File: src/rtl/ps2_dev_fifo_tx_if.sv
// Push-side bus between the HPS command decoder and ps2_dev_fifo_tx.
interface ps2_dev_fifo_tx_if #(
  parameter int CHANNELS = 2
);
  logic                wr_en;
  logic [2:0]          wr_ch;
  logic [7:0]          wr_data;
  logic [CHANNELS-1:0] wr_full;
  logic [CHANNELS-1:0] ovf;
  logic [CHANNELS-1:0] ovf_clr;

  modport master (output wr_en, wr_ch, wr_data, ovf_clr, input wr_full, ovf);
  modport slave  (input wr_en, wr_ch, wr_data, ovf_clr, output wr_full, ovf);
endinterface

File: src/rtl/ps2_dev_fifo_tx.sv
// Multi-channel PS/2 device-to-host transmitter: per-channel byte FIFO feeding an 11-bit
// frame serialiser on a shared bit clock. Define PS2_INHIBIT_EN for host-inhibit abort/retransmit.
module ps2_dev_fifo_tx #(
  parameter int CHANNELS  = 2,
  parameter int FIFO_BITS = 3,
  parameter int PS2DIV    = 1000
) (
  input  logic                clk_sys,
  input  logic                reset_n,
  ps2_dev_fifo_tx_if.slave    bus,
  output logic [CHANNELS-1:0] busy,
  output logic [CHANNELS-1:0] ps2_clk,
  output logic [CHANNELS-1:0] ps2_data
`ifdef PS2_INHIBIT_EN
  ,
  input  logic [CHANNELS-1:0] ps2_clk_in
`endif
);
  localparam int PW    = FIFO_BITS + 1;
  localparam int DEPTH = 1 << FIFO_BITS;

  localparam logic [3:0] ST_IDLE = 4'd0;
  localparam logic [3:0] ST_B7   = 4'd8;
  localparam logic [3:0] ST_PAR  = 4'd9;
  localparam logic [3:0] ST_STOP = 4'd10;
  localparam logic [3:0] ST_END  = 4'd11;

  logic [31:0]         div_cnt;
  logic                clk_ps2;
  logic                clk_ps2_q;
  logic                tick;
  logic [CHANNELS-1:0] inhibit;

  always_ff @(posedge clk_sys or negedge reset_n) begin
    if (!reset_n) begin
      div_cnt   <= '0;
      clk_ps2   <= 1'b0;
      clk_ps2_q <= 1'b0;
    end else begin
      clk_ps2_q <= clk_ps2;
      if (div_cnt == 32'(PS2DIV)) begin
        div_cnt <= '0;
        clk_ps2 <= ~clk_ps2;
      end else begin
        div_cnt <= div_cnt + 32'd1;
      end
    end
  end

  // One-cycle strobe following each rising edge of the shared bit clock
  assign tick = clk_ps2 & ~clk_ps2_q;

`ifdef PS2_INHIBIT_EN
  logic [CHANNELS-1:0] clk_in_s1;
  logic [CHANNELS-1:0] clk_in_s2;

  always_ff @(posedge clk_sys or negedge reset_n) begin
    if (!reset_n) begin
      clk_in_s1 <= '1;
      clk_in_s2 <= '1;
    end else begin
      clk_in_s1 <= ps2_clk_in;
      clk_in_s2 <= clk_in_s1;
    end
  end

  assign inhibit = ~clk_in_s2;
`else
  assign inhibit = '0;
`endif

  for (genvar c = 0; c < CHANNELS; c++) begin : g_ch
    logic [PW-1:0] wr_ptr;
    logic [PW-1:0] rd_ptr;
    logic [7:0]    mem [DEPTH];
    logic [7:0]    shreg;
    logic [3:0]    state;
    logic          parity;
    logic          data_r;
    logic          ovf_r;
    logic          sel;
    logic          full;
    logic          empty;
    logic          push;
    logic          drop;
    logic          start;
    logic          abort;
    logic          pop;

    assign sel   = bus.wr_en && (bus.wr_ch == 3'(c));
    assign full  = (wr_ptr[PW-1] != rd_ptr[PW-1]) && (wr_ptr[PW-2:0] == rd_ptr[PW-2:0]);
    assign empty = (wr_ptr == rd_ptr);
    assign push  = sel && !full;
    assign drop  = sel && full;
    assign start = tick && (state == ST_IDLE) && !empty && !inhibit[c];
    assign abort = tick && inhibit[c] && (state != ST_IDLE) && (state <= ST_STOP);
    // Head byte leaves the FIFO only once its stop bit goes out, so an abort can resend it
    assign pop   = tick && (state == ST_STOP) && !inhibit[c];

    always_ff @(posedge clk_sys) begin
      if (push) mem[wr_ptr[PW-2:0]] <= bus.wr_data;
      if (start) begin
        shreg  <= mem[rd_ptr[PW-2:0]];
        parity <= 1'b1;
      end else if (tick && (state != ST_IDLE) && (state <= ST_B7)) begin
        shreg  <= {1'b0, shreg[7:1]};
        parity <= parity ^ shreg[0];
      end
    end

    always_ff @(posedge clk_sys or negedge reset_n) begin
      if (!reset_n) begin
        wr_ptr <= '0;
        rd_ptr <= '0;
        ovf_r  <= 1'b0;
        state  <= ST_IDLE;
        data_r <= 1'b1;
      end else begin
        if (push) wr_ptr <= wr_ptr + PW'(1);
        if (pop)  rd_ptr <= rd_ptr + PW'(1);
        if (drop)                ovf_r <= 1'b1;
        else if (bus.ovf_clr[c]) ovf_r <= 1'b0;

        if (abort) begin
          data_r <= 1'b1;
          state  <= ST_IDLE;
        end else if (start) begin
          data_r <= 1'b0;
          state  <= 4'd1;
        end else if (tick && (state != ST_IDLE)) begin
          if (state <= ST_B7)        data_r <= shreg[0];
          else if (state == ST_PAR)  data_r <= parity;
          else                       data_r <= 1'b1;
          state <= (state >= ST_END) ? ST_IDLE : state + 4'd1;
        end
      end
    end

    assign bus.wr_full[c] = full;
    assign bus.ovf[c]     = ovf_r;
    assign busy[c]        = (state != ST_IDLE);
    assign ps2_data[c]    = data_r;
    assign ps2_clk[c]     = clk_ps2 | (state == ST_IDLE);
  end

endmodule

File: src/flat_wrapper.sv
// flat-port wrapper written by rule: the top's interface ports become plain ports
module ps2_dev_fifo_tx_flat 
#(
  parameter int CHANNELS  = 2,
  parameter int FIFO_BITS = 3,
  parameter int PS2DIV    = 1000
)
  (clk_sys, reset_n, busy, ps2_clk, ps2_data, bus_wr_en, bus_wr_ch, bus_wr_data, bus_ovf_clr, bus_wr_full, bus_ovf);
  ps2_dev_fifo_tx_if #(.CHANNELS(CHANNELS)) bus_i ();
  input  logic clk_sys;
  input  logic reset_n;
  output logic [CHANNELS-1:0] busy;
  output logic [CHANNELS-1:0] ps2_clk;
  output logic [CHANNELS-1:0] ps2_data;
  input wire logic [$bits(bus_i.wr_en)-1:0] bus_wr_en;
  input wire logic [$bits(bus_i.wr_ch)-1:0] bus_wr_ch;
  input wire logic [$bits(bus_i.wr_data)-1:0] bus_wr_data;
  input wire logic [$bits(bus_i.ovf_clr)-1:0] bus_ovf_clr;
  output wire logic [$bits(bus_i.wr_full)-1:0] bus_wr_full;
  output wire logic [$bits(bus_i.ovf)-1:0] bus_ovf;
  assign bus_i.wr_en = bus_wr_en;
  assign bus_i.wr_ch = bus_wr_ch;
  assign bus_i.wr_data = bus_wr_data;
  assign bus_i.ovf_clr = bus_ovf_clr;
  assign bus_wr_full = bus_i.wr_full;
  assign bus_ovf = bus_i.ovf;
  ps2_dev_fifo_tx #(.CHANNELS(CHANNELS), .FIFO_BITS(FIFO_BITS), .PS2DIV(PS2DIV)) u_core (.clk_sys(clk_sys), .reset_n(reset_n), .bus(bus_i), .busy(busy), .ps2_clk(ps2_clk), .ps2_data(ps2_data));
endmodule
File: config.mk
export PLATFORM = sky130hd
export DESIGN_NAME = ps2_dev_fifo_tx_flat
export DESIGN_NICKNAME = d
export VERILOG_FILES = /design/src/rtl/ps2_dev_fifo_tx_if.sv /design/src/rtl/ps2_dev_fifo_tx.sv /design/src/flat_wrapper.sv
export SDC_FILE = /design/constraint.sdc
export NUM_CORES = 1
export LEC_CHECK = 0
export BUFFER_PORTS_ARGS = -buffer_cell sky130_fd_sc_hd__buf_4
export CAP_MARGIN = 15
export CELL_PAD_IN_SITES_DETAIL_PLACEMENT = 1
export CELL_PAD_IN_SITES_GLOBAL_PLACEMENT = 2
export CORE_ASPECT_RATIO = 0.75
export CORE_MARGIN = 2
export CORE_UTILIZATION = 33
export CTS_CLUSTER_DIAMETER = 40
export CTS_CLUSTER_SIZE = 30
export DETAILED_ROUTE_END_ITERATION = 10
export PLACE_DENSITY_LB_ADDON = 0.25
export SKIP_CTS_REPAIR_TIMING = 1
export SLEW_MARGIN = 10
export SYNTH_ARGS = -nofsm -noshare
export SYNTH_HDL_FRONTEND = slang
export SYNTH_SLANG_ARGS = --single-unit
File: constraint.sdc
create_clock -name clk_sys -period 6.5 [get_ports clk_sys]
set_clock_uncertainty 0.1 [all_clocks]
set_input_delay 0.325 -clock clk_sys [delete_from_list [all_inputs] [get_ports clk_sys]]
set_output_delay 0.325 -clock clk_sys [all_outputs]
set_load 0.05 [all_outputs]
## After elaboration in Yosys (flattened, before gate mapping)

Memory sizes are Yosys's and may differ from the RTL's.
Index checks and enable logic that the tools add are counted.

- Bits in registers: 80
- Bits in writable memories: 128
- Input port bits: 16
- Output and inout bits: 10
- Word-level logic and storage cells: 109
- Memories: 2

- Add/subtract/negate cells: 7
- Magnitude comparators: 4
- Equal/unequal tests: 12
- Muxes and demuxes: 27
- Bitwise operators: 7
- Reduce and logical (&&, ||, !) cells: 33

Memories:

| name | words | width | read ports | clocked after memory_dff | write ports | RTL line | source |
|---|---|---|---|---|---|---|---|
| u_core.g_ch[0].mem | 8 | 8 | 1 | 0 | 1 | ps2_dev_fifo_tx.sv:75 | `logic [7:0] mem [DEPTH];` |
| u_core.g_ch[1].mem | 8 | 8 | 1 | 0 | 1 | ps2_dev_fifo_tx.sv:75 |  |

Operators with widths:

| kind | count |
|---|---|
| $add 32x1->32 const B | 1 |
| $eq 32x10->1 const B | 1 |
| $mux 32 | 1 |
| $mux 8 | 4 |
| $add 4x1->4 const B | 6 |
| $mux 4 | 6 |
| $logic_and 1x1->1 | 18 |
| $eq 4x4->1 const B | 4 |
| $mux 1 | 16 |
| $reduce_bool 2->1 | 6 |
| $eq 4x4->1 | 2 |
| $ge 4x4->1 const B | 2 |
| $le 4x4->1 const B | 2 |
| $logic_not 4->1 | 2 |
| $reduce_bool 4->1 | 2 |
| $eq 3x3->1 | 2 |
| $logic_not 1->1 | 4 |
| $eq 3x1->1 const B | 1 |
| $logic_not 3->1 | 1 |
| $ne 1x1->1 | 2 |
| $not 1->1 | 2 |
| $or 1x1->1 | 2 |
| $xor 1x1->1 | 2 |
| $and 1x1->1 | 1 |

## Logic depth before layout (Yosys ltp)

Gate-level depths: netlist of run 1.

- Depth in word-level cells: 6
- Gate-level depth with buffers: 8
- Mapped depth without buffers: 8

## Worst setup path after synthesis of run 1

OpenSTA, ideal clock, no wires.

- Path type: in2reg
- Start: input bus_wr_ch[1]
- End: memory u_core.g_ch[0].mem[4][0], enable pin
- Library setup time: 0.385 ns
- Arrival: 2.006 ns
- Data required time: 6.015 ns
- Setup slack: 4.008 ns
- Stages on the path: 4
- Path buffers: 0
- Cell sequence: or4b_1 > a41oi_2 > nand2b_1 > nor3b_1

- Word-level cells in the longest chain between the ends: 5

Ends and longest elaborated chain:

| what | RTL line | source |
|---|---|---|
| start: declaration | flat_wrapper.sv:16 | `input wire logic [$bits(bus_i.wr_ch)-1:0] bus_wr_ch;` |
| $logic_not 3->1 | ps2_dev_fifo_tx.sv:90 | `assign sel = bus.wr_en && (bus.wr_ch == 3'(c));` |
| $logic_and 1x1->1 | ps2_dev_fifo_tx.sv:90 |  |
| $logic_and 1x1->1 | ps2_dev_fifo_tx.sv:93 | `assign push = sel && !full;` |
| $mux 1 | ps2_dev_fifo_tx.sv:101 | `if (push) mem[wr_ptr[PW-2:0]] <= bus.wr_data;` |
| $mux 1 (implied by the code) | ps2_dev_fifo_tx.sv:101 |  |
| end: declaration | ps2_dev_fifo_tx.sv:75 |  |

Every way passes these cells.

## Worst setup path in the final report of run 1

- Start: register u_core.g_ch[1].rd_ptr[1]
- End: memory u_core.g_ch[1].mem[2][5], enable pin

- Word-level cells in the longest chain between the ends: 6

Ends and longest elaborated chain:

| what | RTL line | source |
|---|---|---|
| start: declaration | ps2_dev_fifo_tx.sv:74 | `logic [PW-1:0] rd_ptr;` |
| start signal: assignment | ps2_dev_fifo_tx.sv:120 | `if (pop) rd_ptr <= rd_ptr + PW'(1);` |
| $eq 3x3->1 | ps2_dev_fifo_tx.sv:91 | `assign full = (wr_ptr[PW-1] != rd_ptr[PW-1]) && (wr_ptr[PW-2:0] == rd_ptr[PW-2:0]);` |
| $logic_and 1x1->1 | ps2_dev_fifo_tx.sv:91 |  |
| $logic_not 1->1 | ps2_dev_fifo_tx.sv:93 |  |
| $logic_and 1x1->1 | ps2_dev_fifo_tx.sv:93 |  |
| $mux 1 | ps2_dev_fifo_tx.sv:101 |  |
| $mux 1 (implied by the code) | ps2_dev_fifo_tx.sv:101 |  |
| end: declaration | ps2_dev_fifo_tx.sv:75 |  |

Every way passes these cells.

==> results.md, run 1 <==
* Status: complete, no violations
* Final core utilization at 39.02%
* Die area at 0.02874 mm^2
* Vias in the first global route at 5237
* Crit end category: register
* Max-slew violation count at 0
* CTS Buffer Depth at 3
* Critical Path RT at 6.56 ns
* RSZ-0062 raised after global routing: false
* Final wirelength at 20540 um
* Slowest-stage cell, CP: nor3_1
* DRC at 0
* Rows at 52
* Layout Nets at 644
* Die Ht at 147.3 um
* Most frequent cell after synthesis: edfxtp_1
* CTS tree: done
* DRT Pass-1 Iters at 4
* Final ANT Viol Nets at 0
* Layout cells sized above 1 at 23.90%
* Reg2reg start: u_core.g_ch[1].rd_ptr[1]
* Fmax at 309.5 MHz
* VDD IR max at 0.1865 mV
* Arrival time worst endpoint at 3.29 ns
* Internal Power at 2.435 mW
* Final min period at 3.231 ns
* Worst-path fanout max at 20
* Core Footprint at 0.02694 mm^2
* Initial antenna violation count at 0
* Dpl hpwl at 13510 um
* Power Density at 306.0 mW/mm^2
* Syn Inst Count at 579
* Synth Cell Area at 0.009039 mm^2
* Num CTS Buffers at 29
* Clock sink count at 208
* Top area cells in the synthesized netlist: edfxtp_1 (48%), dfrtp_1 (17%), mux4_2 (7.2%)
* R2R Path End: u_core.g_ch[1].mem[2][5]
* Number of synthesized flops with an enable pin at 144
* Synth Register Bits at 208
* FFs w/ async S/R, synth at 29.81%
* Synth unique cells at 55
* TNS Setup at 0 ns
* Die extent in x at 195.1 um
* Seq. cell area at 0.005918 mm^2
* Inst Count DP at 928
* LEAKAGE at 3.763 nW
* Slew HR at 22.38%
* Tot Pwr at 3.216 mW
* Main synth FF type: edfxtp_1
* Hold Path Stages at 1
* I/O pin cnt at 26
* Worst-skew pair later-pin latency at 0.54 ns
* Sequential share of power at 47.3%
* Critical path, cell by cell: xnor2_1, a41oi_1, nand2_1, nor3_1
* Filler Cell Count at 2766
* Reg2Reg Depth at 4
* DR iter-0 viols at 346
* Final hold viol count at 0
* Most frequent cells after synthesis: edfxtp_1 (144), dfrtp_1 (60), nand2_1 (34), mux2_2 (31), xor2_1 (30)
* Avg Inst Size Synth at 15.61 um^2
* Port buffer count at 25
* Hold wc startpoint: bus_wr_data[2]
* Setup CP Type: register to register
* Starting Density at 33.56%
* All-Layer GR Usage at 14.65%
* Final setup fails at 0
* Comb pwr share at 4.8%
* Post-synth top area share at 47.84%
* Yosys warnings at 0
* Worst Tran Pin Value at 1.155 ns
* Sw Ratio at 24.30%
* Clk pwr share at 47.9%
* Reg clk slew, reported paths at 0.06 ns
* Post-synthesis sequential area ratio at 65.48%
* Total gr overflow at 0
* Htree depth at 1
* Ant. Diodes at 0
* Pin count of the biggest net entering global routing at 63
* Worst R2R Setup Slack at 3.27 ns
* Vias at 4947
* Root Buffer: clkbuf_16
* Vias/cell at 5.012
* Syn nets at 609
* Area of the multi-input gates at 0.002850 mm^2
* Max Cap Viol at 0
* Area leader, netlist: edfxtp_1
* Worst path max stage delay at 0.87 ns
* Hold_ws at 0.06915 ns
* GP Congestion at 0.7694
* Critical path startpoint category: register
* Final cell count without fillers at 987
* Min-Delay Endpoint: u_core.g_ch[1].mem[2][2]
* WL per Instance at 20.81 um
* Synth-to-Final Area Change at 16.28%
* Fin crit share at 49.71%
* NetSw at 0.7817 mW
* First-pass GRT wire length at 32240 um
* Worst min-delay path class: primary input to register
[placed cells by master (no fill, tap or decap), drive strengths merged, types with 22 or more instances in the layout]
cell and count:
buf 29, clkbuf 32, dfrtp 60, edfxtp 144, inv 31, mux2 32, mux4 32, nand2 34
nor2 28, xnor2 22, xor2 30
[metal layers]
| layer | GRT usage [%] | part of all wire, % | vias to the layer above |
|---|---|---|---|
| li1 | - | - | 2268 |
| met1 | 23.07 | 52 | 2568 |
| met2 | 21.11 | 42 | 83 |
| met3 | 2.640 | 4.4 | 28 |
| met4 | 2.748 | 1.5 | 0 |
| met5 | 0 | 0 | - |
[how the worst max path moves through the flow]
stage,startpoint,slack [ns],cells past startpoint,to
after floorplan,bus_wr_ch[1],4.01,4,u_core.g_ch[0].mem[4][0]
after global placement,u_core.g_ch[1].rd_ptr[0],3.20,4,u_core.g_ch[1].mem[0][6]
after detailed placement,u_core.g_ch[1].rd_ptr[0],2.95,4,u_core.g_ch[1].mem[0][6]
after CTS,u_core.g_ch[1].rd_ptr[0],2.97,4,u_core.g_ch[1].mem[0][5]
after global routing,u_core.g_ch[1].rd_ptr[1],3.04,4,u_core.g_ch[1].mem[2][7]
final,u_core.g_ch[1].rd_ptr[1],3.27,4,u_core.g_ch[1].mem[2][5]
[worst max-delay path, delay by kind of cell (launching register included)]
family	cells	cell delay (ns)
simple gates	2	1.07
compound gates	1	0.65
xor+xnor	1	0.20
flops	1	0.84
[state kept, by name (all words and copies together) (netlist names)]
name                flops
u_core.clk_ps2_q        1
u_core.g_ch.ovf_r       2
u_core.g_ch.wr_ptr      8
u_core.g_ch.parity      2
u_core.clk_ps2          1
u_core.g_ch.state       8
u_core.g_ch.rd_ptr      8
u_core.g_ch.shreg      16
u_core.g_ch.mem       128
u_core.g_ch.data_r      2
u_core.div_cnt         32
[final cells by class]
cell class                      instances  share of cell area [%]
Sequential cell                       208                   56.31
Clock buffer                           31                   6.976
Timing Repair Buffer                   33                   2.571
Tap cell                              351                   4.179
Clock inverter                         22                   2.060
Multi-Input combinational cell        320                   27.12
Inverter                               22                  0.7857
[metrics by stage]
stage / setup WS [ns] / cell area (um^2)
floorplan: 4.008 / 9039
global placement: 3.196 / 9493
CTS: 2.971 / 10440
detailed placement: 2.953 / 9493
global route: 3.040 / 10510
finish: 3.269 / 10510
[logic make-up (layout without fill, tap and decap cells)]
group                    count (synthesis)  count (layout)  synth area share (%)
AO/OA/AOI/OAI                           38              38                 3.018
XOR/XNOR                                52              52                 5.039
adder cells (fa/ha/maj)                 14              14                 1.938
buffers and inverters                   51             108                 2.990
flip-flops                             208             208                 65.48
multiplexers                            67              67                 12.42
AND/OR/NAND/NOR                        149             149                 9.122
[power groups by stage]
| stage | Sequential (mW) | Clock [mW] | Combinational, mW |
|---|---|---|---|
| after floorplan | 1.50 | 0 | 0.129 |
| after global placement | 1.55 | 0 | 0.150 |
| after detailed placement | 1.55 | 0 | 0.156 |
| after CTS | 1.52 | 1.58 | 0.157 |
| after global routing | 1.53 | 1.64 | 0.175 |
| final | 1.52 | 1.54 | 0.154 |
Power figures use the tool's default switching activity.
==> inputs of run 2 (changes only) <==
ABC_AREA = 1   (was unset)
clock period = 2.81 ns   (was 6.5 ns; I/O delays follow)
==> results.md, run 2 <==
* Status: complete, but fails checks
* Violated checks: hold timing
* Htree depth at 2 (+1)
* Power Density at 691.9 mW/mm^2 (+130%)
* CTS tree: done
* DRT Pass-1 Iters at 5 (+1)
* FFs w/ async S/R, synth at 29.81% (unchanged)
* GP Congestion at 0.7732 (+0.49%)
* Critical Path RT at 2.85 ns (-3.71 ns)
* Worst path max stage delay at 0.59 ns (-0.28 ns)
* Finished layout cell area at 0.01219 mm^2 (+16%)
* Syn Inst Count at 1173 (+100%)
* Die extent in x at 207.0 um (+6.1%)
* Cell mode on critical path: nand2_1
* Worst min-delay path class: primary input to register
* Internal Power at 6.433 mW (+160%)
* Reg clk slew, reported paths at 0.05 ns (about the same)
* Die Ht at 156.2 um (+6.1%)
* Yosys warnings at 0 (unchanged)
* Worst-skew pair later-pin latency at 0.53 ns (about the same)
* Max-slew violation count at 0 (unchanged)
* Synth unique cells at 30 (-45%)
* Max reg flops at 128 (unchanged)
* Final min period at 2.365 ns (-0.8658 ns)
* Area leader, netlist: edfxtp_1
* All-Layer GR Usage at 17.59% (+2.9 points)
* Num CTS Buffers at 36 (+24%)
* Layout cells sized above 1 at 11.58% (-12 points)
* Setup CP Type: register to register
* Met2 Use GR at 26.11% (+5.0 points)
* Die area at 0.03234 mm^2 (+13%)
* Starting Density at 33.68% (+0.13 points)
* Synth Cell Area at 0.01020 mm^2 (+13%)
* Dpl hpwl at 18640 um (+38%)
* DR iter-0 viols at 429 (+24%)
* Final hold viol count at 1 (+1)
* Worst-path fanout max at 11 (-45%)
* Ant. Diodes at 0 (unchanged)
* Arrival time worst endpoint at 2.41 ns (-0.88 ns)
* Post-synthesis sequential area ratio at 58.03% (-7.4 points)
* Min-Delay Endpoint: u_core.g_ch[0].ovf_r
* Vias in the first global route at 7635 (+46%)
* DRC at 0 (unchanged)
* Final setup fails at 0 (unchanged)
* Post-synth top area share at 42.40% (-5.4 points)
* Vias/cell at 4.502 (-10%)
* Final ANT Viol Nets at 0 (unchanged)
* Slew HR at 41.15% (+19 points)
* Crit end category: register
* M3 GR Usage at 3.374% (+0.73 points)
* Number of synthesized flops with an enable pin at 144 (unchanged)
* Layout Nets at 1263 (+96%)
* WL per Instance at 16.15 um (-22%)
* I/O pin cnt at 26 (unchanged)
* Root Buffer: clkbuf_16
* Vias at 7473 (+51%)
* Most frequent cells after synthesis: nand2_1 (424), inv_1 (182), edfxtp_1 (144), nor2_1 (114), nand3_1 (100)
* CTS Buffer Depth at 3 (unchanged)
* Initial antenna violation count at 0 (unchanged)
* Pin count of the biggest net entering global routing at 63 (unchanged)
* Slowest-stage cell, CP: nor2_1
* Synth-to-Final Area Change at 19.56%
* Reg2Reg Depth at 7 (+3)
* Sequential share of power at 40.5% (-6.8 points)
* Most frequent cells in the layout: nand2_1 (424), inv_1 (182), edfxtp_1 (144), nor2_1 (114), nand3_1 (100)
* Core Footprint at 0.03028 mm^2 (+12%)
* Top area cells in the synthesized netlist: edfxtp_1 (42%), nand2_1 (16%), dfrtp_1 (15%)
* VDD IR max at 0.4098 mV (+120%)
* Avg Inst Size Synth at 8.694 um^2 (-44%)
* Most common cell after layout, fill and taps aside: nand2_1
* R2R Path End: u_core.g_ch[0].mem[0][1]
* Critical path's top delay family: simple AND/OR/NAND/NOR gates
* Total gr overflow at 0 (unchanged)
* Bufs and invs on worst path at 2 (+2)
* Port buffer count at 25 (unchanged)
* Max Cap Viol at 0 (unchanged)
* Placement Cell Area at 0.01081 mm^2 (+14%)
* Hold_ws at -0.01591 ns (-0.08507 ns)
* Sw Ratio at 23.74% (-0.56 points)
* Fin crit share at 84.18% (+34 points)
* Syn nets at 1203 (+98%)
* LEAKAGE at 5.625 nW (+50%)
* TNS Setup at 0 ns (unchanged)
* Clk pwr share at 54.5% (+6.6 points)
* Fmax at 422.8 MHz (+37%)
* Main synth FF type: edfxtp_1
* Worst Tran Pin Value at 0.8828 ns (-0.2726 ns)
* Most frequent cell after synthesis: nand2_1
* Reg2reg start: u_core.g_ch[0].rd_ptr[2]
* RSZ-0062 raised after global routing: false
* Final wirelength at 26800 um (+30%)
* Hold Path Stages at 5 (+4)
* Critical path startpoint category: register
* First-pass GRT wire length at 43130 um (+34%)
* Comb pwr share at 5.0% (+0.2 points)
* Hold wc startpoint: bus_wr_ch[0]
* Rows at 55 (+5.8%)
* GR Layer Usage met1 at 26.12% (+3.0 points)
* Worst R2R Setup Slack at 0.44 ns (-2.82 ns)
* Clock sink count at 208 (unchanged)
* Synth Register Bits at 208 (unchanged)
* Grt peak-use layer: met1
* Critical path, cell by cell: inv_2, nand2_1, nand2_1, inv_1, nand3_4, nand3_1, nor2_1
* NetSw at 2.003 mW (+160%)
-- run 2: worst max path at each step --
stage / start / to / slack (ns) / cells past startpoint
final: u_core.g_ch[0].rd_ptr[2] / u_core.g_ch[0].mem[0][1] / 0.44 / 7
after global routing: u_core.g_ch[0].rd_ptr[2] / u_core.g_ch[0].mem[6][3] / 0.27 / 7
after CTS: u_core.g_ch[0].rd_ptr[2] / u_core.g_ch[0].mem[0][1] / 0.45 / 7
after detailed placement: u_core.g_ch[0].rd_ptr[2] / u_core.g_ch[0].mem[0][0] / 0.44 / 7
after global placement: u_core.g_ch[0].rd_ptr[2] / u_core.g_ch[0].mem[2][1] / 0.47 / 7
after floorplan: u_core.g_ch[0].state[0] / u_core.g_ch[0].shreg[0] / 0.68 / 7
-- run 2: logic make-up (layout without fill, tap and decap cells) --
| family | after synthesis | after routing | share of synthesized area, % |
|---|---|---|---|
| buffers and inverters | 230 | 318 | 9.422 |
| AND/OR/NAND/NOR | 668 | 668 | 27.08 |
| adder cells (fa/ha/maj) | 14 | 14 | 1.718 |
| AO/OA/AOI/OAI | 22 | 22 | 1.092 |
| flip-flops | 208 | 208 | 58.03 |
| XOR/XNOR | 31 | 31 | 2.662 |
-- run 2: tightest hold or removal path, stage by stage --
cell and delay, ns:
buf_4 0.09, nor2_1 0.07, buf_4 0.16, nand2_1 0.06, nand2_1 0.04
-- run 2: layer usage --
metal / up-vias / part of all wire [%]
met5: - / 0
met4: 0 / 1.8
met3: 38 / 3.3
met2: 85 / 43
met1: 3583 / 52
li1: 3767 / -
-- run 2: stage by stage --
step           power [mW]  util [%]  hold slack, ns  worst slack (ns)  cells
6_report            8.436     40.27        -0.01591            0.4446   1660
5_1_grt             8.756     40.27         0.03569            0.2698   1660
4_1_cts             8.557     39.91         -0.3151            0.4453   1649
3_5_place_dp        3.890     35.71          0.2312            0.4352   1583
3_3_place_gp        3.890     35.71          0.2292            0.4737   1583
2_1_floorplan       3.705         -         -0.2551            0.6775   1173
-- run 2: power groups by stage --
stage / registers, mW / clock network, mW / logic, mW
floorplan: 3.44 / 0 / 0.260
global placement: 3.47 / 0 / 0.420
detailed placement: 3.47 / 0 / 0.418
CTS: 3.41 / 4.72 / 0.422
global route: 3.42 / 4.85 / 0.480
finish: 3.41 / 4.60 / 0.423
-- run 2: cell type report --
cell class | count | area (um^2)
sequential | 208 | 5918
clock buffer | 40 | 947.2
tap | 399 | 499.2
inverter | 197 | 744.5
multi-input combinational | 735 | 3319
clock inverter | 26 | 324.1
timing repair buffer | 55 | 440.4
fill | 3579 | 18090
==> inputs of run 3 (changes only) <==
clock period = 2.5 ns   (was 2.81 ns; I/O delays follow)
==> results.md, run 3 (synthesis gave the netlist of run 2 again) <==
* Pin count of the biggest net entering global routing at 63 (unchanged)
* Dpl hpwl at 18430 um (-1.1%)
* Fmax at 436.1 MHz
* Sw Ratio at 24.12% (+0.38 points)
* Layout Nets at 1275 (+0.95%)
* Synth-to-Final Area Change at 19.76%
* Sequential share of power at 41.8% (+1.3 points)
* Layout cells sized above 1 at 11.85% (+0.27 points)
* I/O pin cnt at 26 (unchanged)
* Final ANT Viol Nets at 0 (unchanged)
* Grt peak-use layer: met2
* GR Layer Usage met1 at 25.57% (-0.54 points)
* Vias/cell at 4.509 (+0.17%)
* GP Congestion at 0.7537 (-2.5%)
* First-pass GRT wire length at 42810 um (-0.75%)
* Crit end category: output pin
* Status: complete, no violations
* Htree depth at 2 (unchanged)
* Worst Tran Pin Value at 0.9055 ns (+0.02278 ns)
* DR iter-0 viols at 382 (-11%)
* Vias in the first global route at 7832 (+2.6%)
* Port buffer count at 25 (unchanged)
* Die extent in x at 207.0 um (unchanged)
* Final min period at 2.293 ns
* Most frequent cells in the layout: nand2_1 (424), inv_1 (182), edfxtp_1 (144), nor2_1 (114), nand3_1 (100)
* Filler Cell Count at 3557 (-0.61%)
* RSZ-0062 raised after global routing: false
* WL per Instance at 15.93 um (-1.3%)
* CTS tree: done
* NetSw at 2.218 mW (+11%)
* Worst path max stage delay at 0.53 ns (-0.06 ns)
* Die Ht at 156.2 um (unchanged)
* Most common cell after layout, fill and taps aside: nand2_1
* Die area at 0.03234 mm^2 (unchanged)
* Total gr overflow at 0 (unchanged)
* Critical Path RT at 2.28 ns (-0.57 ns)
* Rows at 55 (unchanged)
* Reg clk slew, reported paths at 0.06 ns (about the same)
* M3 GR Usage at 3.290% (-0.083 points)
* Hold_ws at 0.05445 ns (+0.07037 ns)
* Final cell count without fillers at 1673 (+0.78%)
* All-Layer GR Usage at 17.40% (-0.18 points)
* Worst min-delay path class: primary input to register
* VDD IR max at 0.4903 mV (+20%)
* Final setup fails at 0 (unchanged)
* Inst Count DP at 1592 (+0.57%)
* CTS Buffer Depth at 3 (unchanged)
* Arrival time worst endpoint at 2.07 ns (-0.34 ns)
* Initial antenna violation count at 0 (unchanged)
* Slowest-stage cell, CP: dfrtp_1
* Critical path's top delay family: buffers and inverters
* Max reg flops at 128 (unchanged)
* Internal Power at 6.979 mW (+8.5%)
* Bufs and invs on worst path at 4 (+2)
* Root Buffer: clkbuf_16
* Worst-path fanout max at 11 (unchanged)
* Power Density at 753.1 mW/mm^2 (+8.8%)
* DRC at 0 (unchanged)
* Max Cap Viol at 0 (unchanged)
* Worst R2R Setup Slack at 0.35 ns (-0.09 ns)
* Comb pwr share at 5.0% (about the same)
* Clock sink count at 208 (unchanged)
* Critical path startpoint category: register
* Met2 Use GR at 26.11% (unchanged)
* Worst-skew pair later-pin latency at 0.54 ns (about the same)
* Critical path, cell by cell: inv_2, nand2_1, nand2_1, inv_1, nand3_2, inv_1, buf_4
* LEAKAGE at 5.667 nW (+0.74%)
* DRT Pass-1 Iters at 5 (unchanged)
* Setup CP Type: register to output pin
* Max-slew violation count at 0 (unchanged)
* Clk pwr share at 53.2% (-1.3 points)
* Final hold viol count at 0 (-1)
* Fin crit share at 91.71%
* TNS Setup at 0 ns (unchanged)
* Final wirelength at 26660 um (-0.54%)
* Slew HR at 39.63% (-1.5 points)
* Num CTS Buffers at 37 (+2.8%)
* Starting Density at 33.68% (unchanged)
* Ant. Diodes at 0 (unchanged)
* Vias at 7544 (+0.95%)
* Core Footprint at 0.03028 mm^2 (unchanged)
run 3: cell count changes in the layout (fill, tap and decap cells not counted), moves of 3 or more:
cell and change:
inv_6 -4, clkinvlp_4 -3, clkinv_1 +3, clkbuf_1 +3, clkinv_2 +6, buf_4 +9
run 3: power by group through the flow:
stage	Combinational, mW	Sequential, mW	Clock, mW
5_1_grt	0.520	3.86	5.18
2_1_floorplan	0.293	3.87	0
3_3_place_gp	0.449	3.91	0
3_5_place_dp	0.453	3.91	0
4_1_cts	0.456	3.85	5.03
6_report	0.460	3.85	4.89
run 3: worst reg2reg max path, cell delays in order (launching register included):
cell     delay (ns)
dfrtp_1        0.49
inv_2          0.21
nand2_1        0.07
nand2_1        0.08
inv_1          0.07
nand3_4        0.13
nand3_1        0.18
nor2_1         0.32
buf_4          0.22
run 3: metrics by stage:
step / util (%) / area, um^2 / total power [mW] / worst slack (ns)
after floorplan: - / 10200 / 4.165 / 0.3675
after global placement: 35.93 / 10880 / 4.356 / 0.4131
after detailed placement: 35.93 / 10880 / 4.363 / 0.3584
after CTS: 39.91 / 12080 / 9.333 / 0.1471
after global routing: 40.34 / 12210 / 9.560 / 0.01455
final: 40.34 / 12210 / 9.198 / 0.2072
run 3: area by class of cell:
type	instances	area (um^2)	area share, %
Sequential cell	208	5918	48.45
Multi-Input combinational cell	735	3319	27.18
Clock buffer	42	944.7	7.734
Inverter	197	744.5	6.095
Timing Repair Buffer	66	528.0	4.323
Tap cell	399	499.2	4.087
Clock inverter	26	260.3	2.131
run 3: path summary, 6_finish.rpt:
check / from / end / depth (start not counted)
max reg2reg: u_core.g_ch[0].rd_ptr[2] / u_core.g_ch[0].mem[5][0] / 8
max: u_core.g_ch[1].rd_ptr[2] / bus_wr_full[1] / 7
max in group asynchronous: reset_n / u_core.clk_ps2_q / 2
min: bus_wr_ch[2] / u_core.g_ch[0].wr_ptr[1] / 7
min reg2reg: u_core.clk_ps2 / u_core.clk_ps2_q / 0
min in group asynchronous: reset_n / u_core.div_cnt[21] / 2
run 3: metal layers:
| layer | vias up | part of all wire, % | routed length (um) |
|---|---|---|---|
| li1 | 3779 | - | - |
| met1 | 3627 | 52 | 13750 |
| met2 | 93 | 43 | 11440 |
| met3 | 45 | 3.7 | 977 |
| met4 | 0 | 1.8 | 491 |
| met5 | - | 0 | 0 |
